--- src/rtl/multi_lane_eye_scan.sv ---
// Multi-lane IDELAY eye scanner: sweeps each masked lane's N-side tap, counts P/N word
// mismatches per scan point, then loads the centre of the widest clean run into P and N.
module multi_lane_eye_scan #(
  parameter int N_LANES    = 4,
  parameter int TAP_W      = 9,
  parameter int MAX_TAP    = 511,
  parameter int TAP_STEP   = 8,
  parameter int WINDOW     = 256,
  parameter int SETTLE     = 16,
  parameter int ERR_THRESH = 0,
  parameter int TIMEOUT    = 1024,
  parameter int DELAY_INIT = 0
) (
  input  logic                       i_clk160,
  input  logic                       i_rst,
  input  logic                       i_start,
  input  logic                       i_abort,
  input  logic [N_LANES-1:0]         i_lane_mask,
  input  logic [8*N_LANES-1:0]       i_data_P,
  input  logic [8*N_LANES-1:0]       i_data_N,
  input  logic [N_LANES-1:0]         i_data_valid,
  output logic [TAP_W-1:0]           o_delay_value,
  output logic [N_LANES-1:0]         o_delay_load_P,
  output logic [N_LANES-1:0]         o_delay_load_N,
  output logic                       o_busy,
  output logic                       o_done,
  output logic [TAP_W*N_LANES-1:0]   o_lane_tap,
  output logic [TAP_W*N_LANES-1:0]   o_lane_width,
  output logic [N_LANES-1:0]         o_lane_fail
);

  localparam int LANE_W = (N_LANES > 1) ? $clog2(N_LANES) : 1;
  localparam int ERR_W  = $clog2(8*WINDOW+1);
  localparam int WORD_W = $clog2(WINDOW+1);
  localparam int CNT_W  = $clog2(TIMEOUT+SETTLE+1);

  typedef enum logic [3:0] {
    S_IDLE, S_LOAD, S_SETTLE, S_MEASURE, S_EVAL, S_CENTRE, S_APPLY, S_NEXT, S_DONE
  } state_t;

  state_t              r_state, w_stateNext;
  logic [N_LANES-1:0]  r_mask;
  logic [LANE_W-1:0]   r_lane;
  logic [TAP_W-1:0]    r_tap;
  logic [CNT_W-1:0]    r_cnt;
  logic [WORD_W-1:0]   r_words;
  logic [ERR_W-1:0]    r_err;
  logic                r_timeout;
  logic [TAP_W-1:0]    r_curLen, r_curStart, r_bestLen, r_bestStart;
  logic [TAP_W-1:0]    r_centre, r_delayHold;
  logic                r_busy, r_done;
  logic [TAP_W-1:0]    r_laneTap   [N_LANES];
  logic [TAP_W-1:0]    r_laneWidth [N_LANES];
  logic [N_LANES-1:0]  r_laneFail;

  logic [LANE_W-1:0]   w_firstLane, w_nextLane;
  logic                w_firstValid, w_nextValid;
  logic [N_LANES-1:0]  w_laneHot;
  logic [7:0]          w_laneP, w_laneN;
  logic                w_laneValid;
  logic [WORD_W-1:0]   w_wordsNext;
  logic [ERR_W-1:0]    w_errNext;
  logic                w_measComplete, w_measTimeout, w_settleDone;
  logic [TAP_W:0]      w_tapSum;
  logic                w_tapEnd, w_clean;
  logic [TAP_W-1:0]    w_curLenNew, w_curStartNew, w_centre;

  // Descending loops so the lowest qualifying lane index wins.
  always_comb begin
    w_firstLane  = '0;
    w_firstValid = 1'b0;
    w_nextLane   = '0;
    w_nextValid  = 1'b0;
    for (int i = N_LANES-1; i >= 0; i--) begin
      if (i_lane_mask[i]) begin
        w_firstLane  = LANE_W'(i);
        w_firstValid = 1'b1;
      end
      if (r_mask[i] && (i > int'(r_lane))) begin
        w_nextLane  = LANE_W'(i);
        w_nextValid = 1'b1;
      end
    end
  end

  assign w_laneHot      = N_LANES'(1) << r_lane;
  assign w_laneP        = i_data_P[8*r_lane +: 8];
  assign w_laneN        = i_data_N[8*r_lane +: 8];
  assign w_laneValid    = i_data_valid[r_lane];
  assign w_wordsNext    = r_words + WORD_W'(w_laneValid);
  assign w_errNext      = r_err + (w_laneValid ? ERR_W'($countones(w_laneP ^ ~w_laneN)) : '0);
  assign w_measComplete = (w_wordsNext == WORD_W'(WINDOW));
  assign w_measTimeout  = (r_cnt == CNT_W'(TIMEOUT-1));
  assign w_settleDone   = (r_cnt == CNT_W'(SETTLE-1));
  assign w_tapSum       = {1'b0, r_tap} + (TAP_W+1)'(TAP_STEP);
  assign w_tapEnd       = (w_tapSum > (TAP_W+1)'(MAX_TAP));
  assign w_clean        = (r_err <= ERR_W'(ERR_THRESH)) && !r_timeout;
  assign w_curLenNew    = w_clean ? (r_curLen + 1'b1) : '0;
  assign w_curStartNew  = (w_clean && (r_curLen == '0)) ? r_tap : r_curStart;
  assign w_centre       = (r_bestLen == '0) ? TAP_W'(DELAY_INIT) :
                          r_bestStart + TAP_W'(((32'(r_bestLen) - 32'd1) * 32'(TAP_STEP)) >> 1);

  always_ff @(posedge i_clk160) begin
    if (i_rst) r_state <= S_IDLE;
    else       r_state <= w_stateNext;
  end

  always_comb begin
    w_stateNext = r_state;
    case (r_state)
      S_IDLE:    if (i_start) w_stateNext = w_firstValid ? S_LOAD : S_DONE;
      S_LOAD:    w_stateNext = S_SETTLE;
      S_SETTLE:  if (w_settleDone) w_stateNext = S_MEASURE;
      S_MEASURE: if (w_measComplete || w_measTimeout) w_stateNext = S_EVAL;
      S_EVAL:    w_stateNext = w_tapEnd ? S_CENTRE : S_LOAD;
      S_CENTRE:  w_stateNext = S_APPLY;
      S_APPLY:   w_stateNext = S_NEXT;
      S_NEXT:    w_stateNext = w_nextValid ? S_LOAD : S_DONE;
      S_DONE:    w_stateNext = S_IDLE;
      default:   w_stateNext = S_IDLE;
    endcase
    if (i_abort) w_stateNext = S_IDLE;
  end

  // Strobes decode straight from state so each lasts exactly one clock; the bus value is held afterwards.
  assign o_delay_load_N = ((r_state == S_LOAD) || (r_state == S_APPLY)) ? w_laneHot : '0;
  assign o_delay_load_P = (r_state == S_APPLY) ? w_laneHot : '0;
  assign o_delay_value  = (r_state == S_LOAD)  ? r_tap :
                          (r_state == S_APPLY) ? r_centre : r_delayHold;

  always_ff @(posedge i_clk160) begin
    if (i_rst) begin
      r_mask <= '0; r_lane <= '0; r_tap <= '0; r_cnt <= '0;
      r_words <= '0; r_err <= '0; r_timeout <= 1'b0;
      r_curLen <= '0; r_curStart <= '0; r_bestLen <= '0; r_bestStart <= '0;
      r_centre <= '0; r_delayHold <= '0; r_busy <= 1'b0; r_done <= 1'b0;
      r_laneFail <= '0;
      for (int i = 0; i < N_LANES; i++) begin
        r_laneTap[i]   <= TAP_W'(DELAY_INIT);
        r_laneWidth[i] <= '0;
      end
    end else begin
      r_delayHold <= o_delay_value;
      r_done      <= 1'b0;
      if (i_abort) begin
        r_busy <= 1'b0;
      end else begin
        case (r_state)
          S_IDLE: if (i_start) begin
            r_mask <= i_lane_mask;
            r_lane <= w_firstLane;
            r_tap  <= '0;
            r_busy <= 1'b1;
          end
          S_LOAD: begin
            r_cnt <= '0; r_words <= '0; r_err <= '0; r_timeout <= 1'b0;
            if (r_tap == '0) begin
              r_curLen <= '0; r_curStart <= '0; r_bestLen <= '0; r_bestStart <= '0;
            end
          end
          S_SETTLE: r_cnt <= w_settleDone ? '0 : (r_cnt + 1'b1);
          S_MEASURE: begin
            r_words <= w_wordsNext;
            r_err   <= w_errNext;
            r_cnt   <= r_cnt + 1'b1;
            if (w_measTimeout && !w_measComplete) r_timeout <= 1'b1;
          end
          S_EVAL: begin
            r_curLen   <= w_curLenNew;
            r_curStart <= w_curStartNew;
            if (w_clean && (w_curLenNew > r_bestLen)) begin
              r_bestLen   <= w_curLenNew;
              r_bestStart <= w_curStartNew;
            end
            r_tap <= w_tapSum[TAP_W-1:0];
          end
          S_CENTRE: begin
            r_centre               <= w_centre;
            r_laneTap[r_lane]      <= w_centre;
            r_laneWidth[r_lane]    <= r_bestLen;
            r_laneFail[r_lane]     <= (r_bestLen == '0);
          end
          S_NEXT: begin
            r_lane <= w_nextLane;
            r_tap  <= '0;
          end
          S_DONE: begin
            r_busy <= 1'b0;
            r_done <= 1'b1;
          end
          default: ;
        endcase
      end
    end
  end

  assign o_busy      = r_busy;
  assign o_done      = r_done;
  assign o_lane_fail = r_laneFail;

  for (genvar g = 0; g < N_LANES; g++) begin : g_pack
    assign o_lane_tap[g*TAP_W +: TAP_W]   = r_laneTap[g];
    assign o_lane_width[g*TAP_W +: TAP_W] = r_laneWidth[g];
  end

endmodule

--- config.mk ---
export PLATFORM = sky130hd
export DESIGN_NAME = multi_lane_eye_scan
export DESIGN_NICKNAME = d
export VERILOG_FILES = /design/src/rtl/multi_lane_eye_scan.sv
export SDC_FILE = /design/constraint.sdc
export NUM_CORES = 1
export LEC_CHECK = 0
export CAP_MARGIN = 30
export CORE_MARGIN = 5
export CORE_UTILIZATION = 53
export DETAILED_ROUTE_END_ITERATION = 10
export PLACE_DENSITY = 0.77
export SYNTH_ARGS = -nofsm -noshare
export SYNTH_HDL_FRONTEND = slang
export SYNTH_SLANG_ARGS = --single-unit
--- constraint.sdc ---
create_clock -name i_clk160 -period 7.1 [get_ports i_clk160]
set_input_delay 1.065 -clock i_clk160 [delete_from_list [all_inputs] [get_ports i_clk160]]
set_output_delay 1.065 -clock i_clk160 [all_outputs]
set_load 0.05 [all_outputs]
==> out/qor.yml, run 1 <==
outcome: "complete, no violations"
setup-tns-final_ns: 0
max-slew-margin-rel_pct: 43.7
powerDensity_nw_per_um2: 216
synthXorXnorAreaFrac_pct: 4.52
finalCriticalPeriod_ns: 5.90
slew_violations: 0
dr_wl_met2_microns: 10400
hold_start: "r_centre[1]"
drive_gt1_share_pct: 6.48
post-cts-setup-buffers: 0
r2r_end: "r_err[4]"
synth_compound_area_share_pct: 10.7
fill_cells: 1253
drt_wl_total_microns: 21900
hp-class: "reg2reg"
port_buffers: 170
start_util_pct: 54.0
row_count: 47
avgSynthCellArea_sq_um: 9.43
ant_nets: 0
clk_latency_ns: 0.43
clk_pin_slew_worst_paths_ns: 0.07
grt_pass1_wl_microns: 35100
p_leak_nw: 4.27
viasPerCell: 5.52
fmax_mhz: 170
start_kind: "input port"
wl_met1_microns: 9800
fin_crit_sh_pct: 83.1
cts_max_path_buffers: 2
yosys.area_share.simple_pct: 21.7
cts_resized: 0
synth-async-reset-ratio_pct: 0
utilization_pct: 68.9
top_layer: "met4"
gp_congestion: 0.854
synth_edf_count: 72
drc: 0
hold_viol: 0
grt_util_all_layers_pct: 22.1
worstMarginPinSlew_ns: 0.844
synth_flop_cell: "dfxtp_1"
overflow: 0
critical_path.startpoint: "i_data_N[0]"
cp.required_ns: 7.40
nets: 1209
diodes: 0
core_area_sq_um: 16500
synth.distinct_cells: 57
hold_buffers: 0
clock-skew-final_ns: 0.00865
timing.rr.start: "r_lane[0]"
syn_nets: 1057
drtIter0Drc: 560
cts_buffers: 17
endpoint_kind: "flip-flop"
syn_area_sq_um: 8920
cts_root_buf: "clkbuf_16"
dp_hpwl_microns: 16300
die_x_microns: 140
h-tree-depth: 4
peakVddDrop_mv: 0.165
routedWlPerCell_microns: 16.4
cts.sinks: 180
grt_max_degree: 41
route.met3.wl_microns: 1310
netlist_instances: 946
synth.mux.area_fraction_pct: 5.39
crit_type: "in2reg"
drv_cap: 0
crit_arrival_ns: 6.20
cp_max_fo: 4
area_growth_pct: 27.6
reg2reg_depth: 18
synth-seq-cells: 180
endpoint: "r_err[4]"
antenna_found_initial: 0
ys_seq_area_share_pct: 48.5
timing.reg2reg.setup_slack_ns: 1.58
grt_pass1_vias: 6846
synth_top_family_by_area: "simple AND/OR/NAND/NOR gates"
fp.dieH_microns: 140
cts_tree: "done"
rsz0062_at_grt: "false"
setup_viol: 0
dr.pass1.iters: 5
ioPinCount: 171
synthAdderAreaFrac_pct: 5.42
dieArea_sq_um: 19500
yosysWarnings: 0
vias: 7347
## report_power, final
part	internal, W	switching [W]	total [W]
clock network	0.000501	0.000433	0.000934
logic	0.000173	0.000244	0.000417
registers	0.00109	0.0000104	0.00110
## layout make-up
cell class	instances	area (sq um)	area share, %
timing repair buffer	177	1760	15.4
inverter	45	169	1.48
tap	220	275	2.42
clock inverter	14	163	1.43
sequential	180	4320	38.0
multi-input combinational	677	4260	37.5
clock buffer	18	429	3.77
## metrics by stage
| stage | hold slack [ns] | power, W | instance area (sq um) | worst slack [ns] | cells |
|---|---|---|---|---|---|
| 2_1_floorplan | 0.421 | 0.00139 | 8920 | 1.29 | 946 |
| 3_3_place_gp | 0.431 | 0.00152 | 10800 | 0.918 | 1298 |
| 3_5_place_dp | 0.435 | 0.00154 | 10800 | 0.787 | 1299 |
| 4_1_cts | 0.445 | 0.00247 | 11400 | 1.22 | 1331 |
| 5_1_grt | 0.475 | 0.00255 | 11400 | 0.976 | 1331 |
| 6_report | 0.446 | 0.00245 | 11400 | 1.20 | 1331 |
## routing by layer
metal / vias up / global-route usage [%]
li1: 3619 / -
met1: 3474 / 29.9
met2: 231 / 35.8
met3: 23 / 4.29
met4: 0 / 7.55
met5: - / 0
## registers in the layout, summed over array words and instances, names as in the netlist, 11 cells and up
name,count
r_laneWidth,36
r_laneTap,36
r_cnt,11
r_err,12
## worst min path at each step
stage                               end  slack (ns)  cells past startpoint
after floorplan           r_curStart[0]        0.42                      1
after global placement      r_centre[3]        0.43                      2
after detailed placement    r_centre[1]        0.43                      2
after CTS                   r_centre[1]        0.45                      2
after global routing        r_centre[8]        0.48                      2
final                       r_centre[1]        0.45                      2
## synthesized netlist by cell type, drive strengths merged (4+ instances only)
master	n	area [sq um]
nor4	11	68.8
ha	29	363
fa	6	120
a22oi	13	97.6
o21ai	27	135
o21bai	4	30.0
nand2	118	443
o21a	7	52.6
or2	10	62.6
nand3	15	75.1
or4b	4	43.8
a21oi	44	220
nor2	163	612
inv	45	169
nor3	21	105
and2	10	62.6
dfxtp	108	2160
mux4	17	383
xor2	25	219
nor2b	12	75.1
xnor2	21	184
nand2b	7	43.8
o31ai	7	52.6
or3	6	37.5
or4	7	52.6
and3	10	62.6
nand4	12	75.1
a31oi	8	50.1
mux2	6	67.6
clkbuf	40	150
buf	4	16.3
o22ai	5	31.3
a211oi	6	45.0
a21o	10	75.1
nand3b	8	60.1
edfxtp	72	2160
## critical path, cell delays in order
cell             delay, ns
clkdlybuf4s50_1       0.42
mux4_2                0.48
xor2_1                0.18
fa_1                  0.54
inv_1                 0.06
fa_1                  0.62
inv_1                 0.09
fa_1                  0.55
inv_1                 0.05
ha_1                  0.22
fa_1                  0.44
and2_1                0.18
fa_1                  0.42
a21o_1                0.17
a21oi_1               0.29
nor3_1                0.08
a21o_1                0.16
a22oi_1               0.13
nor2_1                0.05
## cells by family (layout without fill, tap and decap cells)
kind of cell | count (synthesis) | in the layout
adder cells (fa/ha/maj) | 35 | 35
buffers and inverters | 89 | 254
AND/OR/NAND/NOR | 420 | 420
multiplexers | 26 | 26
AO/OA/AOI/OAI | 150 | 150
flip-flops | 180 | 180
XOR/XNOR | 46 | 46
## placed cells by master (no fill, tap or decap), types with 17 or more instances in the layout
| cell | synthesis | final |
|---|---|---|
| inv_1 | 45 | 45 |
| mux4_2 | 17 | 17 |
| xor2_1 | 25 | 25 |
| nor2_1 | 163 | 163 |
| xnor2_1 | 21 | 21 |
| edfxtp_1 | 72 | 72 |
| dfxtp_1 | 108 | 108 |
| a21oi_1 | 44 | 44 |
| clkdlybuf4s50_1 | 0 | 169 |
| ha_1 | 29 | 29 |
| o21ai_0 | 27 | 27 |
| nand2_1 | 118 | 118 |
| clkbuf_16 | 0 | 17 |
| nor3_1 | 21 | 21 |
Power figures use the tool's default switching activity.
==> inputs of run 2 (changes only) <==
==> constraint.sdc (replaced) <==
create_clock -name i_clk160 -period 5.5 [get_ports i_clk160]
set_input_delay 0.825 -clock i_clk160 [delete_from_list [all_inputs] [get_ports i_clk160]]
set_output_delay 0.825 -clock i_clk160 [all_outputs]
set_load 0.05 [all_outputs]
==> run 2 against run 1 <==
Compared with the run above:
- critical path depth did not move
- flip-flop and latch count unchanged
- count of clock-buffer cells in the layout fell by 1
- clock power rose by 27%
- via count increased by 0.50%
- final cell count up 0.60%
- worst hold slack gained 0.0069 ns
- highest routed layer unchanged
==> out/qor.yml, run 2 (synthesis results as in run 1) <==
outcome: "complete, no violations"  # unchanged
r2r_end: "r_err[7]"  # was r_err[4]
final_cell_mix: "clkdlybuf4s50_1, nor2_1, nand2_1"  # unchanged
rsz0062_at_grt: "false"  # unchanged
grt_max_degree: 46  # was 41
area_growth_pct: 28.7  # was 27.6%
crit_type: "in2reg"  # unchanged
start_util_pct: 54.0  # unchanged
clk_pin_slew_worst_paths_ns: 0.07  # about the same
routedWlPerCell_microns: 16.4  # about the same
cp_max_fo: 6  # was 4
gp_congestion: 0.859  # was 0.854
path_buf_inv: 5  # was 4
top_layer: "met4"  # unchanged
dr.pass1.iters: 5  # unchanged
peakVddDrop_mv: 0.212  # was 0.165 mV
cts_buffers: 17  # unchanged
fmax_mhz: 189
hp-class: "reg2reg"  # unchanged
cp_common_cell: "fa_1"  # unchanged
timing.reg2reg.setup_slack_ns: 0.45  # was 1.58 ns
drv_cap: 0  # unchanged
cts_root_buf: "clkbuf_16"  # unchanged
fin_hold_ws_ns: 0.453  # was 0.446 ns
cp.required_ns: 5.86  # was 7.40 ns
wl_met1_microns: 9680  # was 9800 microns
cts_max_path_buffers: 2  # unchanged
nets: 1217  # was 1209
row_count: 47  # unchanged
setup_viol: 0  # unchanged
path_delay_family: "adder cells"  # unchanged
finalCriticalPeriod_ns: 5.28
layout_commonest_cell: "clkdlybuf4s50_1"  # unchanged
clk_latency_ns: 0.44  # was 0.43 ns
cp_slowest_stage_delay_ns: 0.53  # was 0.62 ns
p_leak_nw: 4.31  # was 4.27 nW
slew_violations: 0  # unchanged
cpMaxStageDelayCell: "fa_1"  # unchanged
regArea_sq_um: 4320  # unchanged
overflow: 0  # unchanged
antenna_found_initial: 0  # unchanged
grt_pass1_wl_microns: 35900  # was 35100 microns
grt_util_all_layers_pct: 22.5  # was 22.1%
cts_tree: "done"  # unchanged
cts.sinks: 180  # unchanged
reg_top3: "r_laneTap x36, r_laneWidth x36, r_err x12"  # unchanged
timing.rr.start: "r_lane[0]"  # unchanged
drc: 0  # unchanged
ant_nets: 0  # unchanged
dp_hpwl_microns: 16100  # was 16300 microns
reg2reg_depth: 19  # was 18
fp.dieH_microns: 140  # unchanged
place_worst_setup_slack_ns: -0.425  # was 0.787 ns
hold_end: "r_centre[2]"  # was r_centre[1]
utilization_pct: 69.4  # was 68.9%
viasPerCell: 5.51  # was 5.52
fill_cells: 1275  # was 1253
grt_pass1_vias: 7044  # was 6846
dr_wl_met2_microns: 10600  # was 10400 microns
fin_crit_sh_pct: 96.1
multi_input_area_sq_um: 4310  # was 4260 sq um
hold_viol: 0  # unchanged
drt_wl_total_microns: 21900  # about the same
start_kind: "input port"  # unchanged
port_buffers: 170  # unchanged
clock-skew-final_ns: 0.0116  # was 0.00865 ns
max-slew-margin-rel_pct: 42.3  # was 43.7%
dieArea_sq_um: 19500  # unchanged
min_path_cells: 2  # unchanged
worstMarginPinSlew_ns: 0.865  # was 0.844 ns
diodes: 0  # unchanged
hold_start: "r_centre[2]"  # was r_centre[1]
fin_ws_ns: 0.217  # was 1.20 ns
path_cells: "clkdlybuf4s50_1 -> mux4_2 -> xor2_2 -> fa_1 -> inv_1 -> fa_1 -> inv_1 -> fa_1 -> inv_1 -> ha_2 -> fa_1 -> xor2_1 -> and2_1 -> ha_4 -> a21o_1 -> a21oi_2 -> buf_4 -> or3_1 -> a21oi_1"  # was clkdlybuf4s50_1 -> mux4_2 -> xor2_1 -> fa_1 -> inv_1 -> fa_1 -> inv_1 -> fa_1 -> inv_1 -> ha_1 -> fa_1 -> and2_1 -> fa_1 -> a21o_1 -> a21oi_1 -> nor3_1 -> a21o_1 -> a22oi_1 -> nor2_1
die_x_microns: 140  # unchanged
hold_buffers: 0  # unchanged
route.met3.wl_microns: 1260  # was 1310 microns
drtIter0Drc: 422  # was 560
ioPinCount: 171  # unchanged
vias: 7384  # was 7347
h-tree-depth: 4  # unchanged
core_area_sq_um: 16500  # unchanged
powerDensity_nw_per_um2: 277  # was 216 nW/um^2
drive_gt1_share_pct: 7.95  # was 6.48%
crit_arrival_ns: 5.65  # was 6.20 ns
endpoint_kind: "flip-flop"  # unchanged
## run 2: cell count changes in the layout (fill, tap and decap cells not counted), sizes merged
cell / change
clkinv: +1
buf: +8
clkbuf: -1
bufinv: -1
clkinvlp: -2
inv: +3
## run 2: per-stage QoR
step | TNS [ns] | instances | power, W | instance area, sq um
after CTS | 0 | 1339 | 0.00317 | 11400
after global placement | -2.69 | 1307 | 0.00198 | 10800
after global routing | 0 | 1339 | 0.00331 | 11500
after detailed placement | -3.24 | 1307 | 0.00199 | 10800
final | 0 | 1339 | 0.00318 | 11500
after floorplan | 0 | 946 | 0.00179 | 8920
## run 2: worst max path at each step
stage / startpoint / to / slack (ns) / depth (start not counted)
2_1_floorplan: r_lane[0] / r_err[4] / 0.12 / 20
3_3_place_gp: i_data_P[0] / r_err[4] / -0.36 / 19
3_5_place_dp: i_data_P[24] / r_err[4] / -0.43 / 19
4_1_cts: i_data_P[24] / r_err[4] / 0.05 / 19
5_1_grt: i_data_N[16] / r_err[9] / 0.02 / 20
6_report: i_data_N[24] / r_err[7] / 0.22 / 19
## run 2: worst min-delay path, delay by kind of cell (launching register included)
family           cells  cell delay [ns]
DFF                  1             0.31
and+or+nand+nor      2             0.09
## run 2: cell type report
type | count | area share (%)
multi-input cells | 677 | 37.5
repair buffers | 185 | 15.8
inverters | 45 | 1.47
clock inverters | 15 | 1.43
flip-flops and latches | 180 | 37.7
clock buffers | 17 | 3.71
well taps | 220 | 2.40
## run 2: report_power, final
group / internal [W] / switching [W]
clock: 0.000612 / 0.000580
sequential: 0.00141 / 0.0000127
combinational: 0.000248 / 0.000311
total: 0.00227 / 0.000904
## run 2: what timing repair did
item                                    in CTS  in global routing
pin swaps                                    0                  5
endpoints found under the setup margin       1                  9
resized for setup                            1                  8
buffers inserted                             0                  0
## run 2: routing by layer
layer | global-route usage [%] | up-vias
li1 | - | 3637
met1 | 30.1 | 3493
met2 | 37.1 | 230
met3 | 4.19 | 24
met4 | 7.39 | 0
met5 | 0 | -
==> inputs of run 3 (changes only) <==
--- a/config.mk
+++ b/config.mk
@@ -6,7 +6,7 @@
 export NUM_CORES = 1
 export LEC_CHECK = 0
 export CAP_MARGIN = 30
-export CORE_MARGIN = 5
+export CORE_MARGIN = 3
 export CORE_UTILIZATION = 53
 export DETAILED_ROUTE_END_ITERATION = 10
 export PLACE_DENSITY = 0.77
==> run 3 against run 2 <==
Compared with the run above:
- sequential share of layout area about the same
- die area down 5.6%
- count of clock-buffer cells in the layout unchanged
- largest cell class unchanged
- via count up 0.42%
- combinational power about the same
- highest routed layer unchanged
- total power down 1.1%
- clock skew up 0.0022 ns
- critical path depth unchanged
- first-iteration DRC count up 30%
- largest power group unchanged
==> out/qor.yml, run 3 (synthesis results as in run 1) <==
diodes: 0  # unchanged
fmax_mhz: 188  # was 189 MHz
cts.sinks: 180  # unchanged
cp_max_fo: 4  # was 6
fin_hold_ws_ns: 0.446  # was 0.453 ns
cp.required_ns: 5.86  # about the same
cts_root_buf: "clkbuf_16"  # unchanged
viasPerCell: 5.55  # was 5.51
grt_pass1_wl_microns: 34900  # was 35900 microns
slew_violations: 0  # unchanged
start_kind: "input port"  # unchanged
row_count: 46  # was 47
fp.dieH_microns: 136  # was 140 microns
drive_gt1_share_pct: 8.03  # was 7.95%
drv_cap: 0  # unchanged
drtIter0Drc: 550  # was 422
port_buffers: 170  # unchanged
grt_pass1_vias: 6910  # was 7044
grt-busiest-layer: "met2"  # unchanged
ant_nets: 0  # unchanged
reg_top3: "r_laneTap x36, r_laneWidth x36, r_err x12"  # unchanged
worstMarginPinSlew_ns: 0.918  # was 0.865 ns
swShare_pct: 28.2  # was 28.5%
min_path_cells: 2  # unchanged
grt_util_all_layers_pct: 23.9  # was 22.5%
reg2reg_depth: 19  # unchanged
antenna_found_initial: 0  # unchanged
outcome: "complete, no violations"  # unchanged
setup-tns-final_ns: 0  # unchanged
gp_congestion: 0.844  # was 0.859
setup_viol: 0  # unchanged
drc: 0  # unchanged
cts_buffers: 17  # unchanged
clock-skew-final_ns: 0.0138  # was 0.0116 ns
grtUsageMet3_pct: 5.16  # was 4.19%
dr.pass1.iters: 5  # unchanged
cts_tree: "done"  # unchanged
start_util_pct: 55.1  # was 54.0%
die_x_microns: 136  # was 140 microns
overflow: 0  # unchanged
nets: 1220  # was 1217
finalCriticalPeriod_ns: 5.33  # was 5.28 ns
crit_type: "in2reg"  # unchanged
pwr-share-comb_pct: 17.8  # was 17.6%
clk_pin_slew_worst_paths_ns: 0.07  # about the same
fill_cells: 1251  # was 1275
p_sw_w: 0.000885  # was 0.000904 W
powerDensity_nw_per_um2: 274  # was 277 nW/um^2
hp-class: "reg2reg"  # unchanged
grt_max_degree: 42  # was 46
clk_latency_ns: 0.44  # about the same
dp_hpwl_microns: 16000  # was 16100 microns
dieArea_sq_um: 18400  # was 19500 sq um
cts_max_path_buffers: 2  # unchanged
hold_viol: 0  # unchanged
area_growth_pct: 28.6  # was 28.7%
fin_crit_sh_pct: 96.8  # was 96.1%
routedWlPerCell_microns: 16.3  # was 16.4 microns
use_met2_pct: 38.4  # was 37.1%
endpoint_kind: "flip-flop"  # unchanged
ioPinCount: 171  # unchanged
use_met1_pct: 32.7  # was 30.1%
h-tree-depth: 4  # unchanged
p_leak_nw: 4.31  # about the same
internal_power_w: 0.00226  # was 0.00227 W
p_clk_share_pct: 36.8  # was 37.6%
max-slew-margin-rel_pct: 38.8  # was 42.3%
core_area_sq_um: 16200  # was 16500 sq um
layout_commonest_cell: "clkdlybuf4s50_1"  # unchanged
peakVddDrop_mv: 0.205  # was 0.212 mV
vias: 7415  # was 7384
utilization_pct: 70.9  # was 69.4%
final_cell_mix: "clkdlybuf4s50_1, nor2_1, nand2_1"  # unchanged
drt_wl_total_microns: 21800  # was 21900 microns
crit_arrival_ns: 5.69  # was 5.65 ns
seqPwrFrac_pct: 45.4  # was 44.8%
run 3: cell types whose count changed in the layout (fill, tap and decap cells not counted), sizes merged:
cell	change
clkinvlp	+2
buf	+3
inv	-3
run 3: layer usage:
metal	share of wire [%]	up-vias
met5	0	-
met4	1.5	0
met3	6.5	25
met2	47	237
met1	45	3512
li1	-	3641
run 3: final timing paths:
path,start,to,slack [ns]
setup / recovery,i_data_P[25],r_err[5],0.17
setup reg to reg,r_lane[0],r_err[5],0.37
hold reg to reg,r_centre[2],r_centre[2],0.45
hold / removal,r_centre[2],r_centre[2],0.45
run 3: critical path, cell delays in order:
cell	delay, ns
clkdlybuf4s50_1	0.39
mux4_2	0.47
xor2_1	0.19
fa_1	0.57
inv_1	0.07
fa_1	0.53
inv_1	0.05
fa_1	0.53
inv_1	0.06
ha_2	0.19
fa_1	0.37
xor2_1	0.17
and2_1	0.18
ha_4	0.27
a21o_1	0.14
a21oi_2	0.08
buf_4	0.15
or3_1	0.30
a21oi_1	0.15
run 3: area by class of cell:
class	instances	area, sq um	share of cell area [%]
clock buffers	17	425	3.71
well taps	216	270	2.36
repair buffers	188	1840	16.0
inverters	45	169	1.47
clock inverters	14	136	1.19
flip-flops and latches	180	4320	37.7
multi-input cells	677	4300	37.5
run 3: power groups by stage:
| stage | clock network (W) | logic (W) | registers (W) |
|---|---|---|---|
| after floorplan | 0 | 0.000258 | 0.00154 |
| after global placement | 0 | 0.000527 | 0.00145 |
| after detailed placement | 0 | 0.000537 | 0.00145 |
| after CTS | 0.00117 | 0.000542 | 0.00142 |
| after global routing | 0.00124 | 0.000621 | 0.00143 |
| final | 0.00116 | 0.000560 | 0.00142 |
run 3: repair_timing:
action / 4_1_cts / 5_1_grt
buffers inserted: 0 / 0
setup endpoints to repair: 1 / 8
resized for setup: 1 / 7
hold buffers: 0 / 0
endpoints found under the hold margin: 0 / 0
pin swaps: 0 / 3
run 3: stage by stage:
step	total power [W]	std cells	setup WS (ns)	instance area, sq um
global route	0.00328	1337	-0.0217	11500
finish	0.00314	1337	0.173	11500
detailed placement	0.00199	1306	-0.446	10900
CTS	0.00314	1337	0.0789	11400
global placement	0.00198	1305	-0.402	10900
floorplan	0.00179	946	0.124	8920
